`src/rtl/undo_tag_decoder.sv`:
```
// Serial deframer for the undo-buffer trigger-tag line: start bit, TAGW tag bits
// (MSB first), one parity bit; adds tag-sequence checking and a saturating error count.
module undo_tag_decoder #(
  parameter int unsigned TAGW = 2,
  parameter int unsigned ODD  = 1,
  parameter int unsigned ECW  = 8
) (
  input  logic            Clock,
  input  logic            Reset,
  input  logic            UnDoBuf,
  input  logic            SeqEnable,
  input  logic            Clear,
  output logic            Signal,
  output logic [TAGW-1:0] Tag,
  output logic            ParityError,
  output logic            SeqError,
  output logic [ECW-1:0]  ErrCount,
  output logic            Busy
);

  localparam int unsigned CW      = (TAGW > 1) ? $clog2(TAGW) : 1;
  localparam logic [CW-1:0] LAST  = CW'(TAGW - 1);
  localparam logic ODD_BIT        = 1'(ODD);

  typedef enum logic [2:0] {
    IDLE  = 3'b001,
    SHIFT = 3'b010,
    PAR   = 3'b100
  } state_t;

  state_t            state;
  state_t            state_next;
  logic [CW-1:0]     bit_cnt;
  logic [TAGW-1:0]   shift_reg;
  logic [TAGW-1:0]   exp_tag;
  logic              acc;

  logic              par_err_c;
  logic              seq_err_c;
  logic [TAGW-1:0]   exp_next_c;

  // State register
  always_ff @(posedge Clock or negedge Reset) begin
    if (!Reset) state <= IDLE;
    else        state <= state_next;
  end

  // Next-state logic; data bits never restart a frame since only IDLE looks for a start
  always_comb begin
    state_next = state;
    case (state)
      IDLE:    if (UnDoBuf) state_next = SHIFT;
      SHIFT:   if (bit_cnt == LAST) state_next = PAR;
      PAR:     state_next = IDLE;
      default: state_next = IDLE;
    endcase
  end

  // Frame verdict evaluated during the parity cycle; ExpTag resyncs on good tags only
  always_comb begin
    par_err_c  = acc ^ UnDoBuf;
    seq_err_c  = !par_err_c && SeqEnable && (shift_reg != exp_tag);
    exp_next_c = (par_err_c ? exp_tag : shift_reg) + TAGW'(1);
  end

  // Datapath and registered outputs
  always_ff @(posedge Clock or negedge Reset) begin
    if (!Reset) begin
      bit_cnt     <= '0;
      shift_reg   <= '0;
      exp_tag     <= '0;
      acc         <= ODD_BIT;
      Signal      <= 1'b0;
      Tag         <= '0;
      ParityError <= 1'b0;
      SeqError    <= 1'b0;
      ErrCount    <= '0;
      Busy        <= 1'b0;
    end else begin
      Signal      <= 1'b0;
      ParityError <= 1'b0;
      SeqError    <= 1'b0;
      Busy        <= (state_next != IDLE);
      case (state)
        IDLE: begin
          acc     <= ODD_BIT;
          bit_cnt <= '0;
        end
        SHIFT: begin
          shift_reg <= TAGW'({shift_reg, UnDoBuf});
          acc       <= acc ^ UnDoBuf;
          bit_cnt   <= bit_cnt + CW'(1);
        end
        PAR: begin
          Signal      <= 1'b1;
          Tag         <= shift_reg;
          ParityError <= par_err_c;
          SeqError    <= seq_err_c;
          exp_tag     <= exp_next_c;
          if ((par_err_c || seq_err_c) && (ErrCount != '1))
            ErrCount <= ErrCount + ECW'(1);
        end
        default: ;
      endcase
      // Clear wins over any same-cycle count or ExpTag update
      if (Clear) begin
        ErrCount <= '0;
        exp_tag  <= '0;
      end
    end
  end

endmodule

```
`config.mk`:
```
export PLATFORM = sky130hd
export DESIGN_NAME = undo_tag_decoder
export DESIGN_NICKNAME = d
export VERILOG_FILES = /design/src/rtl/undo_tag_decoder.sv
export SDC_FILE = /design/constraint.sdc
export NUM_CORES = 1
export LEC_CHECK = 0
export CAP_MARGIN = 30
export CORE_MARGIN = 3
export CORE_UTILIZATION = 46
export DETAILED_ROUTE_END_ITERATION = 12
export PLACE_DENSITY = 0.74
export REMOVE_ABC_BUFFERS = 1
export SLEW_MARGIN = 0
export SYNTH_ARGS = -nofsm -noshare
export SYNTH_HDL_FRONTEND = slang
export SYNTH_SLANG_ARGS = --single-unit
export TNS_END_PERCENT = 30
```
`constraint.sdc`:
```
create_clock -name Clock -period 1.52 [get_ports Clock]
set_input_delay 0.304 -clock Clock [delete_from_list [all_inputs] [get_ports Clock]]
set_output_delay 0.304 -clock Clock [all_outputs]
set_load 0.01 [all_outputs]
```
After elaboration in Yosys (flattened, before gate mapping)

Index checks and enable logic that the tools add are counted.
W data, S select, Z words.

Logic and storage cells: 44
Bits in writable memories: 0
Bits in read-only memories: 0
Bits in registers: 23
Bits in latches: 0
Memories kept: 0

Reduce and logical (&&, ||, !) cells: 9
$lt $le $gt $ge: 0
Equality and inequality tests: 6
Div/mod/pow operators: 0
Muxes and demuxes: 14
Bitwise operators: 1
$mul: 0
Shift-type cells: 0
Add/sub/neg operators: 3

Operator list:

| kind                  | number |
|---|---|
| $mux W8               | 3 |
| $add A8 B1 Y8 const B | 1 |
| $ne A8 B8 Y1 const B  | 1 |
| $mux W2               | 3 |
| $mux W3               | 2 |
| $pmux W3 S2           | 1 |
| $reduce_bool A2 Y1    | 3 |
| $pmux W1 S2           | 2 |
| $eq A3 B1 Y1 const B  | 1 |
| $eq A3 B2 Y1 const B  | 1 |
| $eq A3 B3 Y1 const B  | 1 |
| $logic_and A1 B1 Y1   | 3 |
| $mux W1               | 3 |
| $ne A3 B1 Y1 const B  | 1 |
| $add A2 B1 Y2 const B | 1 |
| $ne A2 B2 Y1          | 1 |
| $reduce_and A2 Y1     | 1 |
| $add A1 B1 Y1 const B | 1 |
| $logic_not A1 Y1      | 1 |
| $logic_or A1 B1 Y1    | 1 |
| $xor A1 B1 Y1         | 1 |

Longest topological paths before layout

Gate-level depths: netlist of the first run.

Word-level depth: 9
Mapped depth: 7
Gate-level depth less buffers: 7

Worst setup path before layout of the first run

No wires, ideal clock.

Kind: register -> register
Start point: reg ErrCount[0]
End point: reg ErrCount[1]
Path slack: 0.047 ns
Data arrival time: 1.341 ns
Setup time: 0.132 ns
Clock period less this slack: 1.473 ns
Cell stages (with the launch flop): 7
Data required time: 1.388 ns
Path buffers: 0
Cells stage by stage: dfrtp_1 > ha_1 > nand3_1 > o21ai_1 > a21oi_2 > mux2i_1 > nor2_1

Cells in the longest elaborated chain, start to end: 4
Elaborated cells on any way between the ends: 8
Classes of those cells: add/sub: 1; eq/ne: 1; mux: 3; reduce/logical: 3

RTL lines:

| what                                                  | RTL line | text |
|---|---|---|
| start, declared                                       | 17       | `output logic [ECW-1:0] ErrCount,` |
| start signal, assigned                                | 101      | `ErrCount <= ErrCount + ECW'(1);` |
| $add A8 B1 Y8 / $ne A8 B8 Y1 (equally long branches)  | 101, 100 |  |
| $mux W8 / $logic_and A1 B1 Y1 (equally long branches) | 100      | `if ((par_err_c \|\| seq_err_c) && (ErrCount != '1))` |
| $mux W8 / $reduce_bool A2 Y1 (equally long branches)  | --       |  |
| $mux W8 / $reduce_and A2 Y1 (equally long branches)   | --       |  |

Parallel ways exist; a longest one is shown, timed or not. The select of a mux whose other input is x is not followed.
A chain may end at the register's enable or synchronous reset.

Worst setup path in the final report of the first run

Start point: reg exp_tag[1]
End point: reg ErrCount[2]

Cells in the longest elaborated chain, start to end: 6

RTL lines:

| what                         | RTL line | text |
|---|---|---|
| start, declared              | 35       | `logic [TAGW-1:0] exp_tag;` |
| start signal, assigned       | 99       | `exp_tag <= exp_next_c;` |
| $ne A2 B2 Y1                 | 62       | `seq_err_c = !par_err_c && SeqEnable && (shift_reg != exp_tag);` |
| $logic_and A1 B1 Y1          | 62       |  |
| $logic_or A1 B1 Y1           | 100      |  |
| $logic_and A1 B1 Y1          | 100      |  |
| $reduce_bool A2 Y1 (no line) | --       |  |
| $reduce_and A2 Y1 (no line)  | --       |  |

No other way between the ends.

==> flow_metrics.env, run 1 <==
export IMPL_yosysTopAreaCell="dfrtp_1"
export IMPL_worst_path_max_fanout=5
export IMPL_setup_tns_ns=0
export IMPL_maxCapViolCount=0
export IMPL_fin_skew_ns=0.00277
export IMPL_yosysSeqAreaShare_pct=52.4
export IMPL_wl_per_cell_um=12.7
export IMPL_crit_slowest_cell="dfrtp_1"
export IMPL_period_minus_slack_ns=1.50
export IMPL_fmax_ghz=0.666
export IMPL_arrival_ns=1.74
export IMPL_synth_cell_types=36
export IMPL_cts_tree="yes"
export IMPL_outcome="complete, no violations"
export IMPL_fin_ws_ns=0.0179
export IMPL_cp_cell_sequence="xor2_1, o21ai_2, a21oi_4, buf_4, a41o_1, nor2_1"
export IMPL_clk_pin_slew_ns=0.12
export IMPL_vias=944
export IMPL_drc=0
export IMPL_slew_viol_final=0
export IMPL_cts_sinks=23
export IMPL_critical_path_top_delay_family="compound AO/OA/AOI/OAI gates"
export IMPL_start_util_pct=49.4
export IMPL_synth_top_cells_by_area="dfrtp_1 48%, nor2_1 5.4%, dfstp_2 4.8%"
export IMPL_root_buffer="clkbuf_4"
export IMPL_grt_max_degree=24
export IMPL_rsz0062_at_grt="yes"
export IMPL_hold_viol_final=0
export IMPL_slowest_delay_ns=0.43
export IMPL_cts_buffers=3
export IMPL_finalCritPeriodShare_pct=98.8
export IMPL_async_flop_share_pct=100
export IMPL_coreArea_um2=2230
export IMPL_largest_reg_flops=8
export IMPL_antenna_found_initial=0
export IMPL_regMostFlops="ErrCount"
export IMPL_synthesis_area_um2=1100
export IMPL_slew_limit_headroom_pct=80.6
export IMPL_largestRegisters="ErrCount: 8 flops, state: 3 flops"
export IMPL_synthFlopType="dfrtp_1"
export IMPL_vias_per_cell=5.24
export IMPL_cts_hold_buf=0
export IMPL_antenna_left=0
export IMPL_path_class="flip-flop to flip-flop"
export IMPL_place_hpwl_um=1710
export IMPL_synthToLayoutAreaGrowth_pct=37.6
export IMPL_clk_insertion_delay_late_ns=0.30
export IMPL_netlist_area_leader_share_pct=47.7
export IMPL_dieArea_um2=3020
export IMPL_start_kind="flip-flop"
export IMPL_grt_pass1_wl_um=3730
export IMPL_pwr_density_cell_nw_per_um2=1160
export IMPL_die_h_um=55.0
export IMPL_dpl_worst_slack_ns=-0.313
export IMPL_dr_pass1_iters=4
export IMPL_die_x_um=55.0
export IMPL_p_leak_uw=0.000808
export IMPL_ys_ff_latch=23
export IMPL_layout_drive_gt1_share_pct=27.6
export IMPL_clk_path_buf_depth=2
export IMPL_critPathRequiredTime_ns=1.76
export IMPL_ios=19
export IMPL_avgSynthCellArea_um2=9.84
export IMPL_yosys_top_cells_count="21 x dfrtp_1, 16 x nor2_1, 10 x a21oi_1, 7 x nand2_1, 6 x nand3_1"
export IMPL_worstMarginPinSlew_ns=0.292
export IMPL_drtIter0Drc=14
export IMPL_yosysWarnings=0
export IMPL_gp_congestion=0.923
export IMPL_peakVddDrop_uv=944
export IMPL_crit_buf_inv=1
export IMPL_grt_usage_pct=17.1
export IMPL_yosys_cell_count_top_type="dfrtp_1"
export IMPL_grt_pass1_vias=890
export IMPL_synthCells=112
export IMPL_port_buffers=18
export IMPL_min_path_type="primary input to async pin"
export IMPL_wirelength_um=2280
export IMPL_n_antenna_cell=0
export IMPL_power_uw=1760
export IMPL_setup_violations=0
export IMPL_synth_edff_count=0
export IMPL_cp_end_kind="flip-flop"
export IMPL_nFillCells=187
export IMPL_holdWs_ns=0.338
export IMPL_grt_overflow=0
export IMPL_htreeDepth=1
export IMPL_nets=159
export IMPL_row_count=17
per-layer routing:
layer / track usage (%) / up-vias / routed length [µm]
li1: - / 477 / -
met3: 4.02 / 4 / 75
met4: 6.07 / 0 / 26
met1: 21.1 / 452 / 1060
met5: 0 / - / 0
met2: 29.1 / 11 / 1120
worst reg2reg max path: stages (launching register included):
cell     delay [ns]
dfrtp_1        0.43
xor2_1         0.16
o21ai_2        0.28
a21oi_4        0.10
buf_4          0.16
a41o_1         0.23
nor2_1         0.08
logic make-up (layout without fill, tap and decap cells):
group,count (synthesis),after routing,synth area share [%]
xor+xnor,6,6,4.77
buf+inv,9,49,3.18
fa+ha+maj,1,1,1.13
compound gates,25,25,15.4
flops,23,23,52.4
mux,4,4,3.97
simple gates,44,44,19.1
stage by stage:
| step | cell area, µm² | cells | util, % |
|---|---|---|---|
| floorplan | 1090 | 110 | - |
| global placement | 1440 | 173 | 64.3 |
| detailed placement | 1440 | 173 | 64.3 |
| CTS | 1470 | 179 | 65.9 |
| global route | 1520 | 180 | 67.9 |
| finish | 1520 | 180 | 67.9 |
power by group:
group	leakage [µW]	internal, µW	switching, µW
Sequential	0.000297	743	75.2
Combinational	0.000493	331	338
Clock	0.0000177	98.0	176
Total	0.000808	1170	590
final cells by class:
class	instances	area (µm²)	share of cell area, %
clock buffer	3	22.5	1.49
clock inverter	1	5.00	0.330
inverter	7	26.3	1.73
multi-input combinational	80	510	33.7
sequential	23	582	38.4
tap	28	35.0	2.31
timing repair buffer	38	335	22.1
worst paths after layout:
kind                                           end                    from  slack, ns  depth (start not counted)
max                        ErrCount[2]$_DFFE_PN0P_  exp_tag[1]$_DFFE_PN0P_       0.02                          6
min                             SeqError$_DFF_PN0_                   Reset       0.34                          2
max reg2reg                ErrCount[2]$_DFFE_PN0P_  exp_tag[1]$_DFFE_PN0P_       0.02                          6
min reg2reg                     Tag[1]$_DFFE_PN0P_      Tag[1]$_DFFE_PN0P_       0.50                          2
max in group asynchronous       state[0]$_DFF_PN1_                   Reset       0.90                          2
min in group Clock              Tag[1]$_DFFE_PN0P_      Tag[1]$_DFFE_PN0P_       0.50                          2
placed cells by master (no fill, tap or decap), types with 2 or more instances in the layout:
master	Yosys	final
a21o_1	2	2
a21oi_1	10	9
a21oi_2	1	2
and3_1	4	3
buf_4	0	19
clkbuf_4	0	3
clkdlybuf4s50_1	0	4
dfrtp_1	21	18
dfrtp_2	0	3
dfstp_2	2	2
dlygate4sd2_1	0	9
dlymetal6s2s_1	0	5
inv_1	5	5
inv_2	2	2
mux2_2	2	2
nand2_1	7	7
nand3_1	6	6
nand4_1	2	2
nor2_1	16	16
nor3_1	5	5
o22ai_1	2	2
xor2_1	4	4
what timing repair did:
item | CTS | global route
pin swaps | 2 | 5
resized for setup | 12 | 11
setup buffers | 2 | 1
setup endpoints to repair | 11 | 12
cloned | 0 | 0
Note: power is estimated with default switching activity, not from simulation.
==> run 2: changes to the inputs <==
Settings changed: TNS_END_PERCENT 30 to unset.
==> flow_metrics.env, run 2 (synthesized netlist as in run 1, its figures left out) <==
export IMPL_start_kind="primary input"
export IMPL_fin_area_um2=1630
export IMPL_cts_sinks=23
export IMPL_met3WireLength_um=126
export IMPL_period_minus_slack_ns=1.52
export IMPL_path_class="primary input to flip-flop"
export IMPL_met1_length_um=1150
export IMPL_maxCapViolCount=0
export IMPL_grt_usage_pct=18.7
export IMPL_seq_area_um2=582
export IMPL_die_x_um=55.0
export IMPL_rr_worst_depth=4
export IMPL_synthToLayoutAreaGrowth_pct=47.9
export IMPL_vias_per_cell=5.31
export IMPL_clk_insertion_delay_late_ns=0.31
export IMPL_coreArea_um2=2230
export IMPL_grt_max_degree=24
export IMPL_slew_viol_final=0
export IMPL_nFillCells=156
export IMPL_largestRegisters="ErrCount: 8 flops, state: 3 flops"
export IMPL_finalCritPeriodShare_pct=100
export IMPL_antenna_found_initial=0
export IMPL_fmax_ghz=0.657
export IMPL_cts_buffers=3
export IMPL_wirelength_um=2610
export IMPL_clk_path_buf_depth=2
export IMPL_r2r_slack_ns=0.04
export IMPL_cp_end_kind="flip-flop"
export IMPL_htreeDepth=1
export IMPL_root_buffer="clkbuf_4"
export IMPL_outcome="complete, but fails checks"
export IMPL_grt_pass1_vias=916
export IMPL_critPathRequiredTime_ns=1.77
export IMPL_die_h_um=55.0
export IMPL_r2r_end="ErrCount[7]$_DFFE_PN0P_"
export IMPL_row_count=17
export IMPL_largest_reg_flops=8
export IMPL_dpl_worst_slack_ns=-0.313
export IMPL_gp_congestion=0.923
export IMPL_min_path_type="primary input to async pin"
export IMPL_final_cell_mix="23 x buf_4, 18 x dfrtp_1, 16 x nor2_1, 8 x a21oi_1, 8 x dlygate4sd2_1"
export IMPL_setup_violations=1
export IMPL_multi_input_comb_area_um2=568
export IMPL_grt_overflow=0
export IMPL_dr_pass1_iters=4
export IMPL_dieArea_um2=3020
export IMPL_regMostFlops="ErrCount"
export IMPL_layout_commonest_cell="buf_4"
export IMPL_hold_viol_final=0
export IMPL_nets=165
export IMPL_violations="setup timing"
export IMPL_worstMarginPinSlew_ns=0.295
export IMPL_grt_pass1_wl_um=4060
export IMPL_fin_skew_ns=0.00379
export IMPL_start_util_pct=49.4
export IMPL_place_hpwl_um=1710
export IMPL_antenna_left=0
export IMPL_fin_ws_ns=-0.00199
export IMPL_wl_per_cell_um=14.0
export IMPL_drc=0
export IMPL_worst_path_max_fanout=5
export IMPL_cts_tree="yes"
export IMPL_n_antenna_cell=0
export IMPL_clk_pin_slew_ns=0.13
export IMPL_setup_tns_ns=-0.00199
export IMPL_layout_drive_gt1_share_pct=34.2
export IMPL_placed_area_um2=1440
export IMPL_wl_met2_um=1300
export IMPL_peakVddDrop_uv=930
export IMPL_pwr_density_cell_nw_per_um2=1110
export IMPL_port_buffers=18
export IMPL_drtIter0Drc=28
export IMPL_vias=987
export IMPL_arrival_ns=1.77
export IMPL_rsz0062_at_grt="yes"
export IMPL_ios=19
export IMPL_r2r_start="acc$_DFFE_PN1P_"
export IMPL_p_leak_uw=0.000854
export IMPL_dr_max_layer_used="met4"
export IMPL_slew_limit_headroom_pct=80.3
[run 2: worst max path at each step]
stage | endpoint | start
2_1_floorplan | ErrCount[7]$_DFFE_PN0P_ | acc$_DFFE_PN1P_
3_3_place_gp | ErrCount[7]$_DFFE_PN0P_ | UnDoBuf
3_5_place_dp | ErrCount[7]$_DFFE_PN0P_ | UnDoBuf
4_1_cts | ErrCount[3]$_DFFE_PN0P_ | ErrCount[1]$_DFFE_PN0P_
5_1_grt | exp_tag[1]$_DFFE_PN0P_ | UnDoBuf
6_report | exp_tag[1]$_DFFE_PN0P_ | UnDoBuf
[run 2: worst max-delay path, cell delays in order]
cell and delay [ns]:
clkdlybuf4s50_1 0.58, buf_4 0.18, xor2_1 0.28, nor2_1 0.09, a31oi_1 0.14, o22ai_1 0.09
nor2_1 0.10
[run 2: per-stage QoR]
stage	hold WS, ns	total power, µW	utilization (%)	instances
global placement	0.456	1490	64.3	173
CTS	0.343	1800	68.8	185
floorplan	0.00841	1210	-	110
detailed placement	0.462	1510	64.3	173
finish	0.333	1800	73.0	186
global route	0.355	1930	73.0	186
[run 2: final cells by class]
class	count	share of cell area [%]
Tap cell	28	2.15
Timing Repair Buffer	44	24.0
Inverter	7	1.61
Multi-Input combinational cell	80	34.8
Sequential cell	23	35.7
Clock buffer	3	1.38
Clock inverter	1	0.307
[run 2: layer usage]
metal / vias to the layer above / track usage (%)
li1: 487 / -
met1: 471 / 23.8
met2: 25 / 30.9
met3: 4 / 4.56
met4: 0 / 6.48
met5: - / 0
[run 2: power breakdown]
group | internal (µW) | total (µW) | switching (µW)
logic | 352 | 697 | 345
registers | 744 | 825 | 81.6
clock network | 98.1 | 283 | 185
[run 2: timing repair]
| action | CTS | global route |
|---|---|---|
| hold buffers | 0 | 0 |
| resized for setup | 15 | 20 |
| pin swaps | 1 | 13 |
| endpoints found under the setup margin | 11 | 13 |
| setup buffers | 8 | 1 |
| gates cloned | 0 | 0 |
==> run 3: changes to the inputs <==
Settings changed: CORE_UTILIZATION 46 to 55, PLACE_DENSITY 0.74 to 0.83, SLEW_MARGIN 0 to unset.
Clock period 1.52 ns to 1.9 ns, I/O delays scaled along.
==> flow_metrics.env, run 3 (synthesized netlist as in run 1, its figures left out) <==
export IMPL_min_path_type="primary input to async pin"
export IMPL_maxCapViolCount=0
export IMPL_use_met3_pct=2.97
export IMPL_setup_violations=0
export IMPL_dr_pass1_iters=4
export IMPL_rsz0062_at_grt="no"
export IMPL_cts_setup_buffers=0
export IMPL_cts_hold_buf=0
export IMPL_wirelength_um=2250
export IMPL_dp_cells=158
export IMPL_drtIter0Drc=18
export IMPL_slew_viol_final=0
export IMPL_clk_insertion_delay_late_ns=0.30
export IMPL_nets=144
export IMPL_dieArea_um2=2580
export IMPL_grt_max_degree=24
export IMPL_finalCritPeriodShare_pct=91.0
export IMPL_die_h_um=50.8
export IMPL_antenna_left=0
export IMPL_crit_slowest_cell="clkdlybuf4s50_1"
export IMPL_root_buffer="clkbuf_4"
export IMPL_start_kind="flip-flop"
export IMPL_cp_end_kind="output port"
export IMPL_htreeDepth=1
export IMPL_start_util_pct=61.2
export IMPL_fmax_ghz=0.578
export IMPL_critPathRequiredTime_ns=1.52
export IMPL_peakVddDrop_uv=953
export IMPL_cts_tree="yes"
export IMPL_share_comb_of_total_power_pct=31.3
export IMPL_worst_path_max_fanout=6
export IMPL_grt_pass1_wl_um=3920
export IMPL_cp_cell_sequence="clkdlybuf4s50_1"
export IMPL_p_leak_uw=0.000603
export IMPL_cts_resized_gates=0
export IMPL_synthToLayoutAreaGrowth_pct=24.2
export IMPL_path_class="flip-flop to output port"
export IMPL_clk_pin_slew_ns=0.12
export IMPL_wl_per_cell_um=13.9
export IMPL_port_buffers=18
export IMPL_final_cells=162
export IMPL_arrival_ns=1.35
export IMPL_regMostFlops="ErrCount"
export IMPL_setup_tns_ns=0
export IMPL_row_count=15
export IMPL_layout_drive_gt1_share_pct=13.1
export IMPL_critical_path_top_delay_family="buffers and inverters"
export IMPL_placed_area_um2=1340
export IMPL_power_frac_clock_pct=16.4
export IMPL_period_minus_slack_ns=1.73
export IMPL_switching_share_pct=34.4
export IMPL_vias_per_cell=5.73
export IMPL_worstMarginPinSlew_ns=0.515
export IMPL_die_x_um=50.8
export IMPL_crit_buf_inv=1
export IMPL_drc=0
export IMPL_fin_area_um2=1370
export IMPL_cts_sinks=23
export IMPL_grt_usage_pct=20.1
export IMPL_antenna_found_initial=0
export IMPL_outcome="complete, no violations"
export IMPL_pwr_share_seq_pct=52.4
export IMPL_p_int_uw=876
export IMPL_holdWs_ns=0.417
export IMPL_layout_commonest_cell="dfrtp_1"
export IMPL_hold_viol_final=0
export IMPL_largest_reg_flops=8
export IMPL_cts_buffers=3
export IMPL_ios=19
export IMPL_met1_usage_pct=26.4
export IMPL_gp_congestion=0.841
export IMPL_p_switching_uw=460
export IMPL_slowest_delay_ns=0.58
export IMPL_slew_limit_headroom_pct=65.4
export IMPL_pwr_density_cell_nw_per_um2=976
export IMPL_clk_path_buf_depth=2
export IMPL_grt_pass1_vias=862
export IMPL_fin_skew_ns=0.00389
export IMPL_grt_overflow=0
export IMPL_grt_busiest_layer="met2"
export IMPL_fin_util_pct=76.0
export IMPL_n_antenna_cell=0
export IMPL_largestRegisters="ErrCount: 8 flops, state: 3 flops"
export IMPL_gr_usage_met2_pct=33.9
export IMPL_vias=928
export IMPL_coreArea_um2=1800
export IMPL_place_hpwl_um=1580
export IMPL_final_cell_mix="21 x dfrtp_1, 18 x clkdlybuf4s50_1, 16 x nor2_1, 10 x a21oi_1, 7 x nand2_1"
-- run 3: cell type report --
type / instances / area [µm²]
clock buffers: 4 / 26.3
multi-input cells: 80 / 489
fillers: 146 / 433
repair buffers: 23 / 218
inverters: 7 / 26.3
well taps: 25 / 31.3
flip-flops and latches: 23 / 578
-- run 3: metrics by stage --
step	setup WS, ns	power (µW)
floorplan	0.437	966
global placement	0.00570	1100
detailed placement	-0.0502	1120
CTS	0.163	1350
global route	0.116	1440
finish	0.171	1340
-- run 3: power groups by stage --
| stage | registers [µW] | clock network [µW] | logic [µW] |
|---|---|---|---|
| after floorplan | 704 | 0 | 262 |
| after global placement | 706 | 0 | 398 |
| after detailed placement | 710 | 0 | 415 |
| after CTS | 700 | 230 | 420 |
| after global routing | 722 | 251 | 463 |
| final | 700 | 219 | 417 |
-- run 3: final timing paths --
path                                           from                 endpoint  slack (ns)  cells past startpoint
hold / removal                                Reset       Tag[1]$_DFFE_PN0P_        0.42                      2
min in group Clock               Tag[0]$_DFFE_PN0P_       Tag[0]$_DFFE_PN0P_        0.49                      2
setup / recovery            ErrCount[7]$_DFFE_PN0P_              ErrCount[7]        0.17                      1
setup reg to reg           shift_reg[0]$_DFFE_PN0N_  ErrCount[2]$_DFFE_PN0P_        0.30                      6
hold reg to reg                  Tag[0]$_DFFE_PN0P_       Tag[0]$_DFFE_PN0P_        0.49                      2
max in group asynchronous                     Reset       state[0]$_DFF_PN1_        1.20                      2
-- run 3: layer usage --
metal,up-vias,share of wire [%]
met5,-,0
met4,0,0.44
met3,2,3.0
met2,19,49
met1,460,47
li1,447,-
